==> config.mk <==
export PLATFORM = sky130hd
export DESIGN_NAME = rtc_read_sequencer
export DESIGN_NICKNAME = d
export VERILOG_FILES = /design/src/rtl/rtc_read_sequencer.sv
export SDC_FILE = /design/constraint.sdc
export NUM_CORES = 1
export LEC_CHECK = 0
export ABC_CLOCK_PERIOD_IN_PS = 3400
export BUFFER_PORTS_ARGS = -buffer_cell sky130_fd_sc_hd__buf_2
export CAP_MARGIN = 20
export CORE_ASPECT_RATIO = 0.9
export CORE_UTILIZATION = 41
export CTS_BUF_LIST = sky130_fd_sc_hd__clkbuf_16
export DETAILED_ROUTE_END_ITERATION = 16
export SETUP_SLACK_MARGIN = 0.1
export SKIP_LAST_GASP = 1
export SLEW_MARGIN = 15
export SYNTH_ARGS = -nofsm -noshare
export SYNTH_HDL_FRONTEND = slang
export SYNTH_SLANG_ARGS = --single-unit
==> constraint.sdc <==
create_clock -name clk -period 3.4 [get_ports clk]
set_input_delay 0.85 -clock clk [delete_from_list [all_inputs] [get_ports clk]]
set_output_delay 0.85 -clock clk [all_outputs]
set_load 0.02 [all_outputs]
==> src/rtl/rtc_read_sequencer.sv <==
// rtl/rtc_read_sequencer.sv - periodic RTC register reader feeding memory slots 0..8
module rtc_read_sequencer #(
    parameter int T_PULSE = 4,
    parameter int T_GAP   = 2,
    parameter int PERIOD  = 50_000_000,
    parameter int T_HOLD  = 32
) (
    input  logic       clk,
    input  logic       reset,
    input  logic       start,
    input  logic [7:0] bus_in,
    output logic [7:0] bus_out,
    output logic       bus_oe,
    output logic       cs_n,
    output logic       rd_n,
    output logic       wr_n,
    output logic       ad,
    output logic       whileT,
    output logic [3:0] ADD1,
    output logic [7:0] DAT1,
    output logic       w1,
    output logic       busy,
    output logic       done
);

    localparam int CW = (PERIOD > 1) ? $clog2(PERIOD) : 1;

    typedef enum logic [3:0] {
        S_IDLE, S_OPEN, S_ADDR, S_GAP1, S_DATA, S_WRITE, S_GAP2, S_CLOSE, S_HOLD
    } state_t;

    state_t          state_q, state_d, nxt;
    logic [15:0]     tmr_q, tmr_d, dur;
    logic [3:0]      idx_q, idx_d;
    logic [7:0]      smp_q, smp_d;
    logic            pend_q, pend_d;
    logic [CW-1:0]   cnt_q, cnt_d;
    logic            tick, trig, last;

    // RTC register address read for each memory slot
    function automatic logic [7:0] rtc_addr(input logic [3:0] slot);
        case (slot)
            4'd0:    rtc_addr = 8'h21;
            4'd1:    rtc_addr = 8'h22;
            4'd2:    rtc_addr = 8'h23;
            4'd3:    rtc_addr = 8'h24;
            4'd4:    rtc_addr = 8'h25;
            4'd5:    rtc_addr = 8'h26;
            4'd6:    rtc_addr = 8'h41;
            4'd7:    rtc_addr = 8'h42;
            default: rtc_addr = 8'h43;
        endcase
    endfunction

    assign tick = (cnt_q == CW'(PERIOD - 1));
    assign trig = start | tick;

    // State, phase timer, slot index, captured byte, pending flag and period counter
    always_ff @(posedge clk) begin
        if (reset) begin
            state_q <= S_IDLE;
            tmr_q   <= '0;
            idx_q   <= '0;
            smp_q   <= '0;
            pend_q  <= 1'b0;
            cnt_q   <= '0;
        end else begin
            state_q <= state_d;
            tmr_q   <= tmr_d;
            idx_q   <= idx_d;
            smp_q   <= smp_d;
            pend_q  <= pend_d;
            cnt_q   <= cnt_d;
        end
    end

    // Next state: each phase lasts 'dur' cycles, then moves on to 'nxt'
    always_comb begin
        state_d = state_q;
        tmr_d   = tmr_q + 16'd1;
        idx_d   = idx_q;
        smp_d   = smp_q;
        pend_d  = pend_q;
        cnt_d   = tick ? '0 : cnt_q + CW'(1);
        dur     = 16'd1;
        nxt     = S_IDLE;
        case (state_q)
            S_OPEN:  begin dur = 16'd2;          nxt = S_ADDR;  end
            S_ADDR:  begin dur = 16'(T_PULSE);   nxt = S_GAP1;  end
            S_GAP1:  begin dur = 16'(T_GAP);     nxt = S_DATA;  end
            S_DATA:  begin dur = 16'(T_PULSE);   nxt = S_WRITE; end
            S_WRITE: begin dur = 16'd1;          nxt = (idx_q == 4'd8) ? S_CLOSE : S_GAP2; end
            S_GAP2:  begin dur = 16'(T_GAP);     nxt = S_ADDR;  end
            S_CLOSE: begin dur = 16'd1;          nxt = S_HOLD;  end
            S_HOLD:  begin dur = 16'(T_HOLD);    nxt = S_IDLE;  end
            default: begin dur = 16'd1;          nxt = S_IDLE;  end
        endcase
        last = (tmr_q == dur - 16'd1);
        if (state_q == S_IDLE) begin
            tmr_d = '0;
            if (trig || pend_q) begin
                state_d = S_OPEN;
                pend_d  = 1'b0;
            end
        end else begin
            // A trigger during a burst or its hold time is remembered once
            if (trig) begin
                pend_d = 1'b1;
            end
            if (last) begin
                state_d = nxt;
                tmr_d   = '0;
                if (state_q == S_DATA) begin
                    smp_d = bus_in;
                end
                if (state_q == S_WRITE && idx_q != 4'd8) begin
                    idx_d = idx_q + 4'd1;
                end
                if (state_q == S_CLOSE) begin
                    idx_d = '0;
                end
            end
        end
    end

    // Outputs decoded from state only, so strobes change only on phase boundaries
    always_comb begin
        bus_out = 8'h00;
        bus_oe  = 1'b0;
        cs_n    = 1'b1;
        rd_n    = 1'b1;
        wr_n    = 1'b1;
        ad      = 1'b0;
        whileT  = 1'b0;
        ADD1    = 4'd15;
        DAT1    = 8'h00;
        w1      = 1'b0;
        busy    = 1'b0;
        done    = 1'b0;
        case (state_q)
            S_OPEN, S_GAP1, S_GAP2: begin
                whileT = 1'b1;
                busy   = 1'b1;
            end
            S_ADDR: begin
                whileT  = 1'b1;
                busy    = 1'b1;
                cs_n    = 1'b0;
                wr_n    = 1'b0;
                bus_oe  = 1'b1;
                bus_out = rtc_addr(idx_q);
            end
            S_DATA: begin
                whileT = 1'b1;
                busy   = 1'b1;
                cs_n   = 1'b0;
                rd_n   = 1'b0;
                ad     = 1'b1;
            end
            S_WRITE: begin
                whileT = 1'b1;
                busy   = 1'b1;
                ADD1   = idx_q;
                DAT1   = smp_q;
                w1     = 1'b1;
            end
            S_CLOSE: begin
                busy = 1'b1;
                done = 1'b1;
            end
            S_HOLD: begin
                busy = 1'b1;
            end
            default: begin
                busy = 1'b0;
            end
        endcase
    end

endmodule
Yosys cells after proc, flatten, opt, wreduce, memory -nomap -nowiden
Memories as Yosys holds them, arrays and structs flattened. A register that Yosys moved wholly into a read port is not among the register bits. Cells that the tools add are included.

Register bits after elaboration: 59. Bits in read-only memories: 40. Input bits: 11. Output and inout bits: 29. Logic and storage cells: 69. Memories kept: 1.

Add/sub/neg operators: 4. Equal/unequal tests: 13. Mux-type cells: 26. Bitwise operators: 2. Reduce and logical (&&, ||, !) cells: 17.

Memories: (no name shown) (words 8, bits a word 5, rd ports 1, clocked after Yosys merged registers in 1, write ports 0, line 42) `case (slot)`.

Operator list (count): adder 26 x 1 -> 26 bit (second input constant) (1); == test 26 bit (second input constant) (1); two-way mux 4 bit (6); two-way mux 8 bit (3); one-hot mux 4 bit (6 select lines) (1); one-hot mux 6 bit (3 select lines) (1); adder 16 x 1 -> 16 bit (second input constant) (1); == test 16 bit (1); == test 4 x 3 -> 1 bit (second input constant) (4); subtractor 16 x 1 -> 16 bit (second input constant) (1); two-way mux 1 bit (13); == test 4 x 2 -> 1 bit (second input constant) (2); == test 4 bit (second input constant) (2); OR reduction 8 bit (1); two-way mux 3 bit (2); AND reduction 3 bit (2); nonzero test 2 bit (3); OR reduction 2 bit (3); OR reduction 3 bit (2); OR reduction 6 bit (1); adder 4 x 1 -> 4 bit (second input constant) (1); == test 4 x 1 -> 1 bit (second input constant) (1); zero test 4 bit (1); inequality test 4 bit (second input constant) (1); other kinds (6) (7).

Logic depth before layout (Yosys ltp)
Depth in word-level cells: 8. Mapped depth: 16. Gate-level depth less buffers: 13.

Worst setup path after synthesis
Ideal clock, no wire load.

Path type: reg-to-reg. Start point: register state_q[3]. End point: register with a tool-made name. Setup time: 0.116 ns. Data arrival time: 3.127 ns. Required time: 3.284 ns. Setup slack: 0.158 ns. Cell stages (with the launch flop): 15. Path buffers: 2. Period minus slack after synthesis: 3.242 ns. Cell sequence: dfxtp_1 > buf_6 > buf_2 > nor2_1 > nand3_1 > inv_1 > nor2_1 > ha_1 > xnor2_1 > or4_1 > nor3_1 > nand4_1 > a211o_1 > nor2b_2 > a31o_1.

RTL lines: start, declared (line 32) `state_t state_q, state_d, nxt;`; start signal, assigned (line 68) `state_q <= state_d;`.

==> impl_metrics.yaml <==
synth:
  netlist_instances: 376
  synth_cell_type_count: 47
  syn_area_sq_um: 3220
  syn_area_per_cell_sq_um: 8.55
  synth-seq-cells: 64
  yosysSeqAreaShare_pct: 39.8
  synth_warnings: 0
placed_design:
  pre_cts_slack_ns: 0.208
  dp_hpwl_mm: 4.31
  dp.cells: 495
  gp_congestion: 0.762
  port_buffers: 36
sta:
  hold_violations: 0
  layout_setup_ws_ns: 0.269
  period_needed_ns: 3.13
  setup_viol: 0
  fmax_mhz: 319
  fin_tns_setup_ns: 0
  fin_skew_ns: 0.00253
  finalCritPeriodShare_pct: 92.1
  drv_slew: 0
  rsz0062_at_grt: "false"
critical_path:
  cpMaxStageDelayCell: "or4_1"
  cp.required_ns: 3.62
  cp.arrival_ns: 3.35
  cp_top_family: "simple AND/OR/NAND/NOR gates"
  worst-setup-path-type: "flop to flop"
  critPathBufInv: 2
  worstSetupEndpointType: "flop"
  crit_chain: "buf_4 > o21ai_0 > o211ai_1 > inv_1 > ha_1 > xnor2_1 > or4_1 > nor3_1 > nand4_1 > a211o_1 > nor2b_2 > a31o_1"
  slowest_delay_ns: 0.42
  start_kind: "flop"
  cp_max_fo: 20
power_and_ir_drop:
  p_int_uw: 1710
  p_seq_share_pct: 33.1
  leakagePower_uw: 0.00164
  clkPwrFrac_pct: 43.0
  p_sw_uw: 740
  p_sw_share_pct: 30.2
  total_power_uw: 2450
  comb_power_share_pct: 24.0
  power_density_nw_per_um2: 648
  ir_worst_vdd_uv: 272
clock_tree:
  clkTransAtPathRegs_ns: 0.05
  insertion_delay_ns: 0.32
  root_buffer: "clkbuf_16"
  htreeDepth: 3
  cts_tree: "done"
  cts_setup_buffers: 0
  cts_buffer_depth: 2
  cts_made_buffers: 9
  cts_hold_buf: 0
  ctsResizeCount: 0
  cts.sinks: 64
grt:
  grt_pass1_vias: 2330
  grt-ovfl-total: 0
  grt_max_degree: 27
  antenna_found_initial: 0
  grt_pass1_wl_mm: 10.5
  track_usage_pct: 16.2
routing:
  num_vias: 2542
  drt_pass1_iterations: 4
  wl_mm: 6.17
  ant_nets: 0
  drcViolationCount: 0
  avgViaCountPerCell: 4.97
  wl_per_cell_um: 12.1
  first_iter_violations: 100
die:
  row_count: 30
  die_w_um: 95.4
  coreArea_sq_um: 7580
  die-area_sq_um: 8200
  ios: 40
  die_h_um: 86.0
  start_util_pct: 42.4
cells_and_area:
  final_cell_mix: "nor2_1 (66), dfxtp_1 (62), buf_2 (36), nand2_1 (29), xor2_1 (29)"
  nets: 426
  drive_gt1_share_pct: 18.1
  fillers: 757
  antenna_cells: 0
  final_core_utilization_pct: 49.8
  synthToLayoutAreaGrowth_pct: 17.3
  layout.cells.non_filler: 511
  layout_commonest_cell: "nor2_1"
status:
  outcome: "complete, no violations"
run:
  drv_cap: 0
worst_hold_path:
  hold_class: "flop to flop"
## logic make-up (layout without fill, tap and decap cells)
family,Yosys count,after routing,synth area share [%]
and+or+nand+nor,194,194,31.9
DFF,64,64,39.8
xor gates and xnor gates,41,41,11.2
buffers and inverters,34,71,5.99
AOI/OAI and AO/OA,27,27,5.95
muxes,10,10,3.11
adders and majority gates,5,5,1.95
other,1,3,0.117
## flip-flops by register name, indices dropped and copies added (netlist names), named ones only
signal and flops:
cnt_q 26, idx_q 4, tmr_q 16, state_q 4, pend_q 1, smp_q 8
## power by group through the flow
stage / Clock (uW) / Combinational, uW / Sequential, uW
after floorplan: 0 / 511 / 820
after detailed placement: 0 / 581 / 824
final: 1050 / 586 / 809
after global placement: 0 / 575 / 823
after global routing: 1100 / 645 / 814
after CTS: 1080 / 581 / 808
## Yosys cell counts (all sizes together)
cell,instances,area [sq um]
or4,1,7.51
o21ai,6,30.0
a221oi,2,17.5
nor2b,3,21.3
nand3,18,90.1
nand2,30,115
nor3,5,25.0
or3,4,25.0
o211ai,3,22.5
xnor2,12,105
a21oi,3,15.0
ha,5,62.6
mux2i,10,100
a2111oi,1,15.0
nor2,75,344
nor4,7,58.8
buf,12,110
a31oi,1,6.26
or2,2,12.5
conb,1,3.75
nand4,9,56.3
inv,13,48.8
a21o,3,22.5
dfxtp,64,1280
clkbuf,9,33.8
nor3b,3,22.5
nor4b,2,17.5
nand3b,2,15.0
o21a,3,22.5
a211o,2,17.5
nand2b,1,6.26
and3,23,144
a31o,1,8.76
and2,6,37.5
o22ai,1,6.26
xor2,29,254
a22oi,1,7.51
and4,3,26.3
## worst paths after layout
path                   start  endpoint  slack [ns]  depth (start not counted)
hold / removal      cnt_q[0]  cnt_q[0]        0.47                          1
setup reg to reg  state_q[1]      flop        0.27                         12
hold reg to reg     cnt_q[0]  cnt_q[0]        0.47                          1
setup / recovery  state_q[1]      flop        0.27                         12
## area by class of cell
cell class | instances | area [sq um] | area share, %
Timing Repair Buffer | 42 | 225 | 5.97
Inverter | 13 | 48.8 | 1.29
Multi-Input combinational cell | 280 | 1750 | 46.4
Clock buffer | 9 | 225 | 5.97
Tap cell | 96 | 120 | 3.18
Sequential cell | 64 | 1280 | 34.0
Clock inverter | 7 | 119 | 3.15
## layer usage
layer / share of wire (%) / track usage, % / up-vias
met4: 1.8 / 5.92 / 0
met5: 0 / 0 / -
met1: 50 / 20.9 / 1166
met3: 3.3 / 4.88 / 12
met2: 45 / 25.5 / 34
li1: - / - / 1330
## per-stage QoR
stage,instance area [sq um],hold slack [ns]
finish,3770,0.472
global route,3770,0.526
CTS,3770,0.480
detailed placement,3420,0.466
global placement,3420,0.461
floorplan,3220,0.437
(Power assumes the default switching activity.)
